--- config.mk ---
export PLATFORM = sky130hd
export DESIGN_NAME = hc165_key_reader
export DESIGN_NICKNAME = d
export VERILOG_FILES = /design/src/rtl/hc165_key_reader.sv
export SDC_FILE = /design/constraint.sdc
export NUM_CORES = 1
export LEC_CHECK = 0
export CORE_ASPECT_RATIO = 1.2
export CORE_MARGIN = 5
export CORE_UTILIZATION = 50
export DETAILED_ROUTE_END_ITERATION = 16
export PLACE_DENSITY_LB_ADDON = 0.2
export SYNTH_ARGS = -nofsm -noshare
export SYNTH_HDL_FRONTEND = slang
export SYNTH_SLANG_ARGS = --single-unit
--- constraint.sdc ---
create_clock -name clk -period 2.5 [get_ports clk]
set_input_delay 0.5 -clock clk [delete_from_list [all_inputs] [get_ports clk]]
set_output_delay 0.5 -clock clk [all_outputs]
set_load 0.02 [all_outputs]
--- src/rtl/hc165_key_reader.sv ---
// hc165_key_reader
// Scans a daisy-chained 74HC165 input register at a fixed tick rate and
// debounces every captured frame. It publishes the debounced switch state and
// one-clock rise/fall pulses per bit, plus a pulse at the end of every raw frame.
module hc165_key_reader #(
  parameter int CLK_DIV    = 300,
  parameter int NBITS      = 16,
  parameter int DEB_FRAMES = 8
) (
  input  logic             clk,
  input  logic             rst_n,
  output logic             sh_ld_n,
  output logic             sh_clk,
  input  logic             sh_din,
  output logic [NBITS-1:0] sw_state,
  output logic [NBITS-1:0] sw_rise,
  output logic [NBITS-1:0] sw_fall,
  output logic             frame_done
);

  localparam int            DW       = $clog2(CLK_DIV);
  localparam int            BW       = $clog2(NBITS);
  localparam logic [DW-1:0] DIV_LAST = DW'(CLK_DIV - 1);
  localparam logic [BW-1:0] BIT_LAST = BW'(NBITS - 1);
  localparam logic [7:0]    DEB_N    = 8'(DEB_FRAMES);

  // GAP is a quiet tick between frames so a frame spans 2*NBITS+3 ticks.
  typedef enum logic [2:0] {IDLE, LOAD, SHIFT_S, SHIFT_H, UPDATE, GAP} state_t;

  state_t           state, state_next;
  logic [DW-1:0]    div_cnt;
  logic             tick;
  logic [BW-1:0]    bit_cnt, bit_cnt_next;
  logic [NBITS-1:0] shreg, shreg_next;
  logic [NBITS-1:0] cand, cand_next;
  logic [7:0]       deb_cnt, deb_cnt_next, deb_cnt_upd;
  logic             first_frame, first_frame_next;
  logic             sh_ld_n_next, sh_clk_next, frame_done_next;
  logic [NBITS-1:0] sw_state_next, sw_rise_next, sw_fall_next;
  logic             frame_differs, accept;

  assign tick = (div_cnt == DIV_LAST);

  // Free-running tick divider; the tick is a clock enable, not a derived clock.
  always_ff @(posedge clk or negedge rst_n) begin
    if (!rst_n)    div_cnt <= '0;
    else if (tick) div_cnt <= '0;
    else           div_cnt <= div_cnt + DW'(1);
  end

  // Debounce bookkeeping for the frame held in shreg: the run counter restarts
  // on any change and saturates, so a steady state cannot be re-accepted.
  assign frame_differs = (shreg != cand);
  assign deb_cnt_upd   = frame_differs ? 8'd1 :
                         ((deb_cnt < DEB_N) ? deb_cnt + 8'd1 : deb_cnt);
  assign accept        = first_frame || ((deb_cnt_upd == DEB_N) && (shreg != sw_state));

  // Next-state and output logic: one FSM action per tick, pulses default low.
  always_comb begin
    state_next       = state;
    bit_cnt_next     = bit_cnt;
    shreg_next       = shreg;
    cand_next        = cand;
    deb_cnt_next     = deb_cnt;
    first_frame_next = first_frame;
    sh_ld_n_next     = sh_ld_n;
    sh_clk_next      = sh_clk;
    sw_state_next    = sw_state;
    sw_rise_next     = '0;
    sw_fall_next     = '0;
    frame_done_next  = 1'b0;
    if (tick) begin
      case (state)
        IDLE: begin
          sh_ld_n_next = 1'b0;
          sh_clk_next  = 1'b0;
          state_next   = LOAD;
        end
        LOAD: begin
          sh_ld_n_next = 1'b1;
          bit_cnt_next = '0;
          state_next   = SHIFT_S;
        end
        SHIFT_S: begin
          // QH has had a full tick to settle since PL# rose or CLK rose.
          shreg_next = {shreg[NBITS-2:0], sh_din};
          if (bit_cnt == BIT_LAST) begin
            state_next = UPDATE;
          end else begin
            sh_clk_next = 1'b1;
            state_next  = SHIFT_H;
          end
        end
        SHIFT_H: begin
          sh_clk_next  = 1'b0;
          bit_cnt_next = bit_cnt + BW'(1);
          state_next   = SHIFT_S;
        end
        UPDATE: begin
          cand_next       = shreg;
          deb_cnt_next    = deb_cnt_upd;
          frame_done_next = 1'b1;
          if (accept) begin
            sw_state_next    = shreg;
            first_frame_next = 1'b0;
            // The first state after reset is a snapshot, not an edge.
            if (!first_frame) begin
              sw_rise_next = shreg & ~sw_state;
              sw_fall_next = ~shreg & sw_state;
            end
          end
          state_next = GAP;
        end
        GAP:     state_next = IDLE;
        default: state_next = IDLE;
      endcase
    end
  end

  // State and output registers; reset drops any partial frame.
  always_ff @(posedge clk or negedge rst_n) begin
    if (!rst_n) begin
      state       <= IDLE;
      bit_cnt     <= '0;
      shreg       <= '0;
      cand        <= '0;
      deb_cnt     <= '0;
      first_frame <= 1'b1;
      sh_ld_n     <= 1'b1;
      sh_clk      <= 1'b0;
      sw_state    <= '0;
      sw_rise     <= '0;
      sw_fall     <= '0;
      frame_done  <= 1'b0;
    end else begin
      state       <= state_next;
      bit_cnt     <= bit_cnt_next;
      shreg       <= shreg_next;
      cand        <= cand_next;
      deb_cnt     <= deb_cnt_next;
      first_frame <= first_frame_next;
      sh_ld_n     <= sh_ld_n_next;
      sh_clk      <= sh_clk_next;
      sw_state    <= sw_state_next;
      sw_rise     <= sw_rise_next;
      sw_fall     <= sw_fall_next;
      frame_done  <= frame_done_next;
    end
  end

endmodule

* Word level (Yosys, flattened, before mapping)
Cells that the tools add are included.
** Operators by class
- Add/subtract/negate cells :: 3
- $lt $le $gt $ge :: 1
- Equality and inequality tests :: 10
- Muxes and demuxes :: 19
- Bitwise logic cells :: 4
- Reductions and logical operators :: 14
** Operators with widths (count)
- 2-to-1 mux 16 bit :: 8
- bitwise AND 16 bit :: 2
- != test 16 bit :: 2
- inverter 16 bit :: 2
- 2-to-1 mux 8 bit :: 2
- case mux 3 bit (4 select lines) :: 1
- adder 9 x 1 -> 9 bit, second input constant :: 1
- == test 9 bit, second input constant :: 1
- 2-to-1 mux 9 bit :: 1
- adder 8 x 1 -> 8 bit, second input constant :: 1
- == test 8 x 4 -> 1 bit, second input constant :: 1
- less-than comparator 8 x 4 -> 1 bit, second input constant :: 1
- case mux 4 bit (2 select lines) :: 1
- AND reduction 2 bit :: 4
- == test 3 x 2 -> 1 bit, second input constant :: 2
- AND reduction 3 bit :: 2
- nonzero test 2 bit :: 3
- adder 4 x 1 -> 4 bit, second input constant :: 1
- == test 4 bit, second input constant :: 1
- case mux 1 bit (2 select lines) :: 2
- OR reduction 2 bit :: 2
- == test 3 x 1 -> 1 bit, second input constant :: 1
- == test 3 bit, second input constant :: 1
- zero test 3 bit :: 1
- other kinds (5) :: 7
** Storage, ports and cells
- Register bits after elaboration :: 108
- Word-level logic and storage cells :: 64

* Longest topological paths before layout
Gate-level depths: netlist of run 1.
- Depth in word-level cells :: 9
- Gate-level depth with buffers :: 10
- Gate-level depth less buffers :: 8

* Worst setup path after synthesis of run 1
Ideal clock, no wire load.
- Path type :: reg-to-reg
- Start :: reg deb_cnt[6]
- End :: reg sw_fall[10]
- Setup time :: 0.064 ns
- Data arrival time :: 2.604 ns
- Data required time :: 2.436 ns
- Slack :: -0.168 ns
- Stages on the path, launching flop included :: 8
- Buffers on the path :: 2
- Cell sequence :: dfrtp_1 > or4_1 > buf_2 > or4_4 > a2111o_1 > nor4_4 > clkbuf_2 > and2_2
** On the way
- Word-level cells in the longest chain between the ends :: 9
- Elaborated cells between the ends (all ways) :: 10
- Those cells by class :: add/sub (1); order compare (1); eq/ne (1); mux (5); reduce/logical (2)
** Ends and longest elaborated chain
- start, declared :: line 36 : logic [7:0] deb_cnt, deb_cnt_next, deb_cnt_upd;
- start signal, assigned :: line 140 : deb_cnt <= deb_cnt_next;
- adder 8 x 1 -> 8 bit or less-than comparator 8 x 4 -> 1 bit (tied branches) :: line 55 : ((deb_cnt < DEB_N) ? deb_cnt + 8'd1 : deb_cnt);
- 2-to-1 mux 8 bit (*) :: line 55
- 2-to-1 mux 8 bit (*) :: line 54 : assign deb_cnt_upd = frame_differs ? 8'd1 :
- == test 8 x 4 -> 1 bit (*) :: line 56 : assign accept = first_frame || ((deb_cnt_upd == DEB_N) && (shreg != sw_state));
- logical AND 1 bit (*) :: line 56
- logical OR 1 bit (*) :: line 56
- 2-to-1 mux 16 bit (*) :: line 103 : if (accept) begin
- 2-to-1 mux 16 bit (*) :: line 73 : case (state)
- 2-to-1 mux 16 bit (*) :: line 72 : if (tick) begin
- named net sw_fall_next[10] :: line 39 : logic [NBITS-1:0] sw_state_next, sw_rise_next, sw_fall_next;
- end signal, assigned :: line 146 : sw_fall <= sw_fall_next;
- end, declared :: line 17 : output logic [NBITS-1:0] sw_fall,
Mark *: on every way through the listed nets, which the timed path passes. The rest lies on a longest branch.
A chain may end at the register's enable or synchronous reset.

* Worst setup path after layout of run 1
- Start :: reg deb_cnt[0]
- End :: reg sw_rise[10]
** On the way
- Word-level cells in the longest chain between the ends :: 9
- Elaborated cells between the ends (all ways) :: 10
- Those cells by class :: add/sub (1); order compare (1); eq/ne (1); mux (5); reduce/logical (2)
** Ends and longest elaborated chain
- adder 8 x 1 -> 8 bit or less-than comparator 8 x 4 -> 1 bit (tied branches) :: line 55
- 2-to-1 mux 8 bit (*) :: line 55
- 2-to-1 mux 8 bit (*) :: line 54
- == test 8 x 4 -> 1 bit (*) :: line 56
- logical AND 1 bit (*) :: line 56
- logical OR 1 bit (*) :: line 56
- 2-to-1 mux 16 bit (*) :: line 103
- 2-to-1 mux 16 bit (*) :: line 73
- 2-to-1 mux 16 bit (*) :: line 72
- named net sw_rise_next[10] :: line 39
- end signal, assigned :: line 145 : sw_rise <= sw_rise_next;
- end, declared :: line 16 : output logic [NBITS-1:0] sw_rise,
Marked as above.

==> results of run 1 <==
area by class of cell:
class                   count  area share [%]
multi-input cells         322            34.7
flip-flops and latches    108            43.1
clock buffers              12            4.24
repair buffers             79            12.6
clock inverters             3           0.717
inverters                  35            2.13
well taps                 126            2.51
flip-flops by register name, indices dropped and copies added, names as in the netlist, 4 cells and up:
name / cells
div_cnt: 9
deb_cnt: 8
sw_rise: 16
bit_cnt: 4
sw_fall: 16
sw_state: 16
cand: 16
shreg: 16
worst max path at each step:
stage / startpoint / endpoint / cells past startpoint
after floorplan: deb_cnt[5]$_DFFE_PN0P_ / sw_fall[10]$_DFF_PN0_ / 7
after global placement: deb_cnt[5]$_DFFE_PN0P_ / sw_rise[0]$_DFF_PN0_ / 6
after detailed placement: deb_cnt[0]$_DFFE_PN0P_ / sw_rise[10]$_DFF_PN0_ / 7
after CTS: deb_cnt[0]$_DFFE_PN0P_ / sw_rise[10]$_DFF_PN0_ / 7
after global routing: deb_cnt[0]$_DFFE_PN0P_ / sw_rise[10]$_DFF_PN0_ / 7
final: deb_cnt[0]$_DFFE_PN0P_ / sw_rise[10]$_DFF_PN0_ / 7
routing by layer:
| metal | global-route usage, % | up-vias | wire, µm | share of wire (%) |
|---|---|---|---|---|
| met5 | 0 | - | 0 | 0 |
| met4 | 9.76 | 0 | 397 | 3.5 |
| met3 | 3.46 | 31 | 588 | 5.2 |
| met2 | 30.5 | 124 | 5320 | 47 |
| met1 | 27.1 | 1844 | 5010 | 44 |
| li1 | - | 1819 | - | - |
cell families (layout without fill, tap and decap cells):
kind of cell,Yosys count,in the layout
compound gates,90,90
fa+ha+maj,35,35
mux,1,1
simple gates,173,173
xor+xnor,23,23
flops,108,108
buf+inv,62,129
metrics by stage:
| stage | TNS (ns) | power [mW] |
|---|---|---|
| 2_1_floorplan | -1.07 | 1.78 |
| 3_3_place_gp | 0 | 1.82 |
| 3_5_place_dp | -0.0532 | 1.82 |
| 4_1_cts | -0.114 | 3.27 |
| 5_1_grt | -3.57 | 3.35 |
| 6_report | -0.182 | 3.24 |
cells in the mapped netlist, types with 5 or more instances:
cell type,count,share of area (%)
xor2_1,20,3.4
clkbuf_1,21,1.5
nand2_1,49,3.6
nor3_1,5,0.49
ha_1,35,8.6
and2_1,21,2.6
a21oi_1,5,0.49
nor2b_1,7,0.86
o21ai_0,48,4.7
nor2_1,28,2.1
inv_1,34,2.5
o311ai_0,16,2.7
dfrtp_1,106,52
nand4_1,22,2.7
nand3_1,8,0.79
nor4_1,5,0.61
and2_2,13,1.9
a31oi_1,18,2.2
critical path, delay by kind of cell (launching register included):
kind	cells	cell delay [ns]
AOI/OAI and AO/OA	1	0.50
adders and majority gates	1	0.32
buffers and inverters	1	0.20
DFF	1	0.39
and+or+nand+nor	4	1.05
what timing repair did:
action,in CTS,in global routing
pin swaps,0,3
setup buffers,0,0
setup endpoints to repair,25,49
resized for setup,2,16
endpoints found under the hold margin,0,0
where the power goes:
group / internal (mW) / switching (mW) / leakage (nW) / total [mW]
Sequential: 1.75 / 0 / 1.48 / 1.75
Combinational: 0.00659 / 0.0340 / 1.24 / 0.0406
Clock: 0.853 / 0.600 / 0.147 / 1.45
Total: 2.61 / 0.634 / 2.86 / 3.24
==> out/qor.csv, run 1 <==
metric,value,unit
setup_slack,-0.0234,ns
netlist_instances,492,
grt_start_max_net_pins,49,
clk_latency,0.34,ns
final_core_util,62.7,%
pre_cts_slack,-0.0186,ns
die_width,102,µm
cap_violations,0,
synth-simple-area-share,18.3,%
cellLeakagePower,2.86,nW
fillers,796,
boundaryPins,54,
synth_fa_ha_area_share,8.59,%
fin_nets,593,
coreArea,10000,µm²
violations,negative setup slack,
place_area,5940,µm²
synth-compound-area-share,11.1,%
drv_slew,0,
syn_to_final_growth,23.2,%
layout_commonest_cell,dfrtp_1,
drcViolationCount,0,
multiInputGateArea,2180,µm²
ys_types,39,
synth_edf_count,0,
p_per_area,516,nW/µm²
post-route-period-util,101,%
period_needed,2.52,ns
start_util,50.9,%
cp_cell_sequence,ha_1 > nand2b_4 > or4_4 > a2111o_1 > nor4_4 > buf_12 > and2_2,
cts_tree,built,
maxSlewHeadroom,64.1,%
stdcell_count,685,
worstMarginPinSlew,0.538,ns
synth_nets,530,
drive_above_1_share,12.0,%
cts.sinks,108,
place_congestion,0.840,
r2r_cells,7,
antenna_cells,0,
dr.pass1.iters,5,
grt_pass1_vias,3942,
setup_viol_count_final,18,
synth_xor_xnor_area_share,3.95,%
rr_endpoint,sw_rise[10]$_DFF_PN0_,
post_drt_wl_per_cell,16.5,µm
cts_hold_buf,0,
syn_area_per_cell,10.4,µm²
critPathMaxStageDelay,0.51,ns
die_h,121,µm
via_per_inst,5.57,
portBuffers,53,
worstPathArrival,2.80,ns
setup.worst_path.start_class,flop,
crit_slowest_cell,or4_4,
async_flop_share,100,%
status,"finished, violations left",
grt_pass1_wl,19300,µm
root_buffer,clkbuf_16,
reg2reg_slack,-0.02,ns
critPathKind,flop to flop,
synth_flop_cell,dfrtp_1,
grt_overflow,0,
synth_top_family_by_area,simple AND/OR/NAND/NOR gates,
cp_data_required_time,2.78,ns
fmax,0.396,GHz
vias,3818,
antenna_found_initial,0,
final_cell_mix,"dfrtp_1, clkdlybuf4s50_1, o21ai_0, nand2_1, ha_1",
clk_pin_slew,0.07,ns
synth_seq_cells,108,
rows,40,
ir_drop,266,µV
place_hpwl,8050,µm
synth_area,5100,µm²
timing.rr.start,deb_cnt[0]$_DFFE_PN0P_,
regArea,2710,µm²
wl,11300,µm
rsz0062_at_grt,yes,
critPathCaptureType,flop,
timing.hold.ws,0.132,ns
drt_iter0_markers,238,
h-tree-depth,3,
final_cell_area,6280,µm²
grt_use_total,19.9,%
ant_nets,0,
dp.cells,670,
worstPathMaxFanout,27,
finClkSkew,0.00715,ns
hold_viol,0,
die-area,12300,µm²
max-clock-path-buffers,2,
hold_class,input port to async pin,
yosysWarnings,0,
seq_area_frac_synth,53.1,%
cts_buffers,9,
synthMuxAreaShare,0.221,%
No activity file was read; power rests on OpenSTA's default activity.
==> run 2, diff against run 1 <==
Settings changed: DONT_BUFFER_PORTS from default to 1.
Clock period 2.5 ns to 2.9 ns, I/O delays scaled along.
==> out/qor.csv, run 2 (synthesized netlist as in run 1, its figures left out) <==
metric,value,unit
status,"finished, violations left",
violations,negative hold slack,
worstPathMaxFanout,32,
hold_viol,106,
worstPathArrival,2.98,ns
grt_start_max_net_pins,109,
drt_iter0_markers,201,
critPathCaptureType,flop,
final_cell_mix,"dfrtp_1, nand2_1, o21ai_0",
max-clock-path-buffers,2,
critPathMaxStageDelay,0.56,ns
rows,40,
die_h,121,µm
post-cts-setup-buffer-count,0,
ir_drop,294,µV
die_width,102,µm
die-area,12300,µm²
p_sw,0.551,mW
grt_overflow,0,
cp_cell_sequence,or4_1 > or4_4 > a2111o_1 > nor4_4 > buf_12 > and2_2,
fin_nets,527,
drive_above_1_share,10.1,%
layout_commonest_cell,dfrtp_1,
cts_buffers,9,
cts_tree,built,
place_hpwl,7500,µm
multiInputGateArea,2150,µm²
p_per_area,510,nW/µm²
intPower,2.31,mW
combPwrFrac,0,%
portBuffers,0,
grt_use_total,19.3,%
setup.worst_path.start_class,flop,
cts_resized,0,
place_congestion,0.801,
post-route-period-util,92.6,%
dr.pass1.iters,4,
critPathKind,flop to flop,
drcViolationCount,0,
fillers,868,
p_sw_share,19.3,%
coreArea,10000,µm²
dp.cells,604,
drv_slew,0,
maxSlewHeadroom,57.0,%
ant_nets,0,
via_per_inst,5.62,
antenna_cells,0,
grt_pass1_wl,18100,µm
rsz0062_at_grt,no,
fmax,0.372,GHz
antenna_found_initial,0,
cts.sinks,108,
seqPwrFrac,52.6,%
clk_latency,0.36,ns
root_buffer,clkbuf_16,
power_frac_clock,47.4,%
hold_class,input port to async pin,
boundaryPins,54,
start_util,50.9,%
period_needed,2.69,ns
grt_pass1_vias,3465,
post_drt_wl_per_cell,17.8,µm
vias,3487,
finClkSkew,0.0101,ns
crit_slowest_cell,or4_4,
h-tree-depth,3,
critPathTopFamily,simple AND/OR/NAND/NOR gates,
stdcell_count,620,
clk_pin_slew,0.07,ns
timing.hold.ws,-0.0907,ns
cp_data_required_time,3.19,ns
worstMarginPinSlew,0.645,ns
cap_violations,0,
syn_to_final_growth,10.0,%
wl,11100,µm
setup_viol_count_final,0,
crit_buf_inv,1,
regArea,2710,µm²
tns,0,ns
cellLeakagePower,2.60,nW
run 2: cell count changes in the layout (fill, tap and decap cells not counted), moves of 3 or more:
cell	previous run	this run
and2_2	10	13
and2_4	3	0
buf_12	5	2
buf_4	21	11
clkdlybuf4s50_1	52	0
o311ai_0	6	16
o311ai_1	10	0
run 2: layer usage:
layer  GRT usage (%)  up-vias  wire [µm]
li1                -     1692          -
met1            25.2     1715       5040
met2            30.2       67       5260
met3            5.48       13        535
met4            7.14        0        211
met5               0        -          0
run 2: worst paths after layout:
kind                            cells after the start                    from                   end  slack, ns
max in group asynchronous                           0                   rst_n   sh_ld_n$_DFFE_PN1P_       2.79
worst min-delay path                                0                   rst_n  sw_rise[9]$_DFF_PN0_      -0.09
worst max register to register                      6  deb_cnt[6]$_DFFE_PN0P_  sw_rise[6]$_DFF_PN0_       0.21
worst max-delay path                                6  deb_cnt[6]$_DFFE_PN0P_  sw_rise[6]$_DFF_PN0_       0.21
min in group clk                                    2                  sh_din  shreg[0]$_DFFE_PN0P_       0.35
worst min register to register                      1    div_cnt[0]$_DFF_PN0_  div_cnt[0]$_DFF_PN0_       0.48
run 2: metrics by stage:
| step | total power, mW | hold WS, ns | area [µm²] | setup slack (ns) | utilization [%] |
|---|---|---|---|---|---|
| floorplan | 1.53 | 0.284 | 5100 | 0.232 | - |
| global placement | 1.53 | 0.288 | 5270 | 0.280 | 52.7 |
| detailed placement | 1.53 | 0.287 | 5270 | 0.225 | 52.7 |
| CTS | 2.89 | -0.0952 | 5610 | 0.190 | 56.0 |
| global route | 2.95 | -0.109 | 5610 | 0.116 | 56.0 |
| finish | 2.86 | -0.0907 | 5610 | 0.213 | 56.0 |
run 2: area by class of cell:
cell class / instances / area share, %
sequential: 108 / 48.2
multi-input combinational: 322 / 38.4
clock buffer: 11 / 4.51
tap: 126 / 2.81
inverter: 35 / 2.34
timing repair buffer: 13 / 2.19
clock inverter: 5 / 1.50
run 2: power groups by stage:
stage	Clock (mW)	Combinational [mW]	Sequential, mW
final	1.36	0.0000163	1.51
after global routing	1.45	0.0000163	1.50
after CTS	1.39	0.0000163	1.51
after detailed placement	0	0.0000163	1.53
after global placement	0	0.0000163	1.53
after floorplan	0	0.0000162	1.53
==> edit 1 (config.mk and constraints of run 1) <==
`NBITS`: 16 -> 32.
--- a/src/rtl/hc165_key_reader.sv
+++ b/src/rtl/hc165_key_reader.sv
@@ -4,7 +4,7 @@
 // one-clock rise/fall pulses per bit, plus a pulse at the end of every raw frame.
 module hc165_key_reader #(
   parameter int CLK_DIV    = 300,
-  parameter int NBITS      = 16,
+  parameter int NBITS      = 32,
   parameter int DEB_FRAMES = 8
 ) (
   input  logic             clk,
Interface: changed (resized sw_fall, sw_rise and sw_state); port bits go from 54 to 102. No check against the original RTL was run, so the function may have changed too.
==> edit 1 against run 1 <==
  * Clock power up 90%
  * Power increased by 82%
  * Setup slack improved by 140 ps
  * Critical path type unchanged
  * Count of clock-buffer cells in the layout is 8 higher
  * Final cell count grew 57%
  * Final area increased by 67%
  * Combinational power rose by 82%
  * Sequential cell count grew 81
  * Area after synthesis up 62%
  * Wire length is 53% higher
==> edit 1: results (changes against run 1) <==
The depth of the worst register-to-register path came out at 8 (+1). The clock buffer count from CTS is 17 (+8). The worst setup timing slack at the placement stage came to -59.5 ps (-40.9 ps). The non-filler instance count after layout is 1076 (+57%). The final layout net count is 922 (+55%). The highest cell delay on the worst timing path came out at 400 ps (-110 ps). The post-detailed-route via-to-cell ratio is 4.93 (-12%). The initial DRC count is 298 (+25%). The total iterations of the first detailed-routing run is 4 (-1).

The fraction of the yosys area taken by sequential cells came out at 57.3% (+4.2 points). The wire length of the first global-routing pass is 28700 µm (+49%). The slew at the pin closest to its max-slew limit came to 713 ps (+175 ps). The post-route clock skew was 9.23 ps (+2.08 ps). The share of synthesized registers carrying an async set or reset is 100% (unchanged). The net switching component of the power came out at 0.00121 W (+91%). The number of placed instances, taps included was 1037 (+55%). The source-to-sink clock delay at the later pin of the worst-skew pair came out at 430 ps (+90 ps). The Yosys warning count came out at 0 (unchanged).

The total global routing track utilization came to 19.1% (-0.78 points). The post-CTS clock slew at the launch and capture registers of the worst setup and hold paths is 70 ps (about the same). The number of library cell types mapped by synthesis is 32 (-18%). The initial antenna violation count is 0 (unchanged). The number of H-tree levels is 4 (+1).

The min-delay analysis places its worst path in the category primary input to asynchronous set/reset pin. The layout filler cell count is 1237 (+55%). The half-perimeter wire length of the detailed placement result came out at 12100 µm (+50%).

Grouping stages by cell kind, the critical path spends the most delay in simple AND/OR/NAND/NOR gates. The number of global-route vias before repair came to 5546 (+41%). The power dissipated in the clock network was 0.00276 W (+90%).

The final routed wire length divided by cell count is 16.1 µm (-2.4%). The run finished with clean final reports. The cell with the biggest individual delay on the critical path is or3_4. The count of input and output buffers came out at 101 (+91%). The worst supply voltage drop on vdd is 0.000412 V (+55%). By area the synthesized netlist is led by dfrtp_1, ha_1, and2_1, o21ai_0, mux2i_1. The global placer's final weighted congestion came to 0.812 (-3.4%). By count the netlist is led by dfrtp_1, nand2_1, o21ai_0, ha_1. The worst-path maximum fanout came out at 7 (-74%).

In this run the clock root is driven by a clkbuf_16. The largest net degree at the start of global routing came out at 70 (+43%). The net count after synthesis is 795 (+50%). The power in sequential cells was 0.00306 W (+75%). The average footprint of a synthesized cell came out at 11.4 µm² (+10%).

The fraction of final layout cells sized beyond drive strength 1 is 9.38% (-2.6 points). The static leakage was 4.73 nW (+65%).
## edit 1: path summary, 6_finish.rpt
check	start	to	slack [ps]
min in group clk	cand[14]	cand[14]	500
worst max register to register	div_cnt[1]	sw_state[24]	110
worst max-delay path	div_cnt[1]	sw_state[24]	110
worst min register to register	cand[14]	cand[14]	500
worst min-delay path	rst_n	sw_fall[13]	80
max in group asynchronous	rst_n	cand[30]	1690
## edit 1: cell families (layout without fill, tap and decap cells)
logic type | Yosys count | in the layout | synth area share, %
compound gates | 85 | 85 | 5.69
simple gates | 215 | 215 | 13.6
flops | 189 | 189 | 57.3
xor+xnor | 41 | 41 | 4.35
mux | 35 | 35 | 4.26
fa+ha+maj | 68 | 68 | 10.3
buf+inv | 91 | 231 | 4.50
## edit 1: through the flow
stage / util [%] / hold slack [ps] / power [W] / cell area, µm²
detailed placement: 59.8 / 488 / 0.00319 / 9690
global route: 64.7 / 129 / 0.00608 / 10500
finish: 64.7 / 78.6 / 0.00589 / 10500
global placement: 59.8 / 471 / 0.00319 / 9690
CTS: 64.2 / 110 / 0.00594 / 10400
floorplan: - / 204 / 0.00312 / 8260
## edit 1: layout make-up
cell class	count	share of cell area, %
Clock buffer	20	4.26
Clock inverter	12	1.54
Inverter	66	2.36
Multi-Input combinational cell	444	30.9
Sequential cell	189	45.1
Tap cell	212	2.53
Timing Repair Buffer	133	13.3
## edit 1: metal layers
metal | track usage [%] | part of all wire (%)
met1 | 23.9 | 41
met2 | 33.4 | 52
met3 | 3.81 | 4.6
met4 | 6.22 | 2.2
met5 | 0 | 0
## edit 1: repair_timing
item / in CTS / in global routing
pin swaps: 1 / 4
buffers inserted: 3 / 1
setup endpoints to repair: 86 / 100
resized for setup: 7 / 10
cloned: 2 / 1
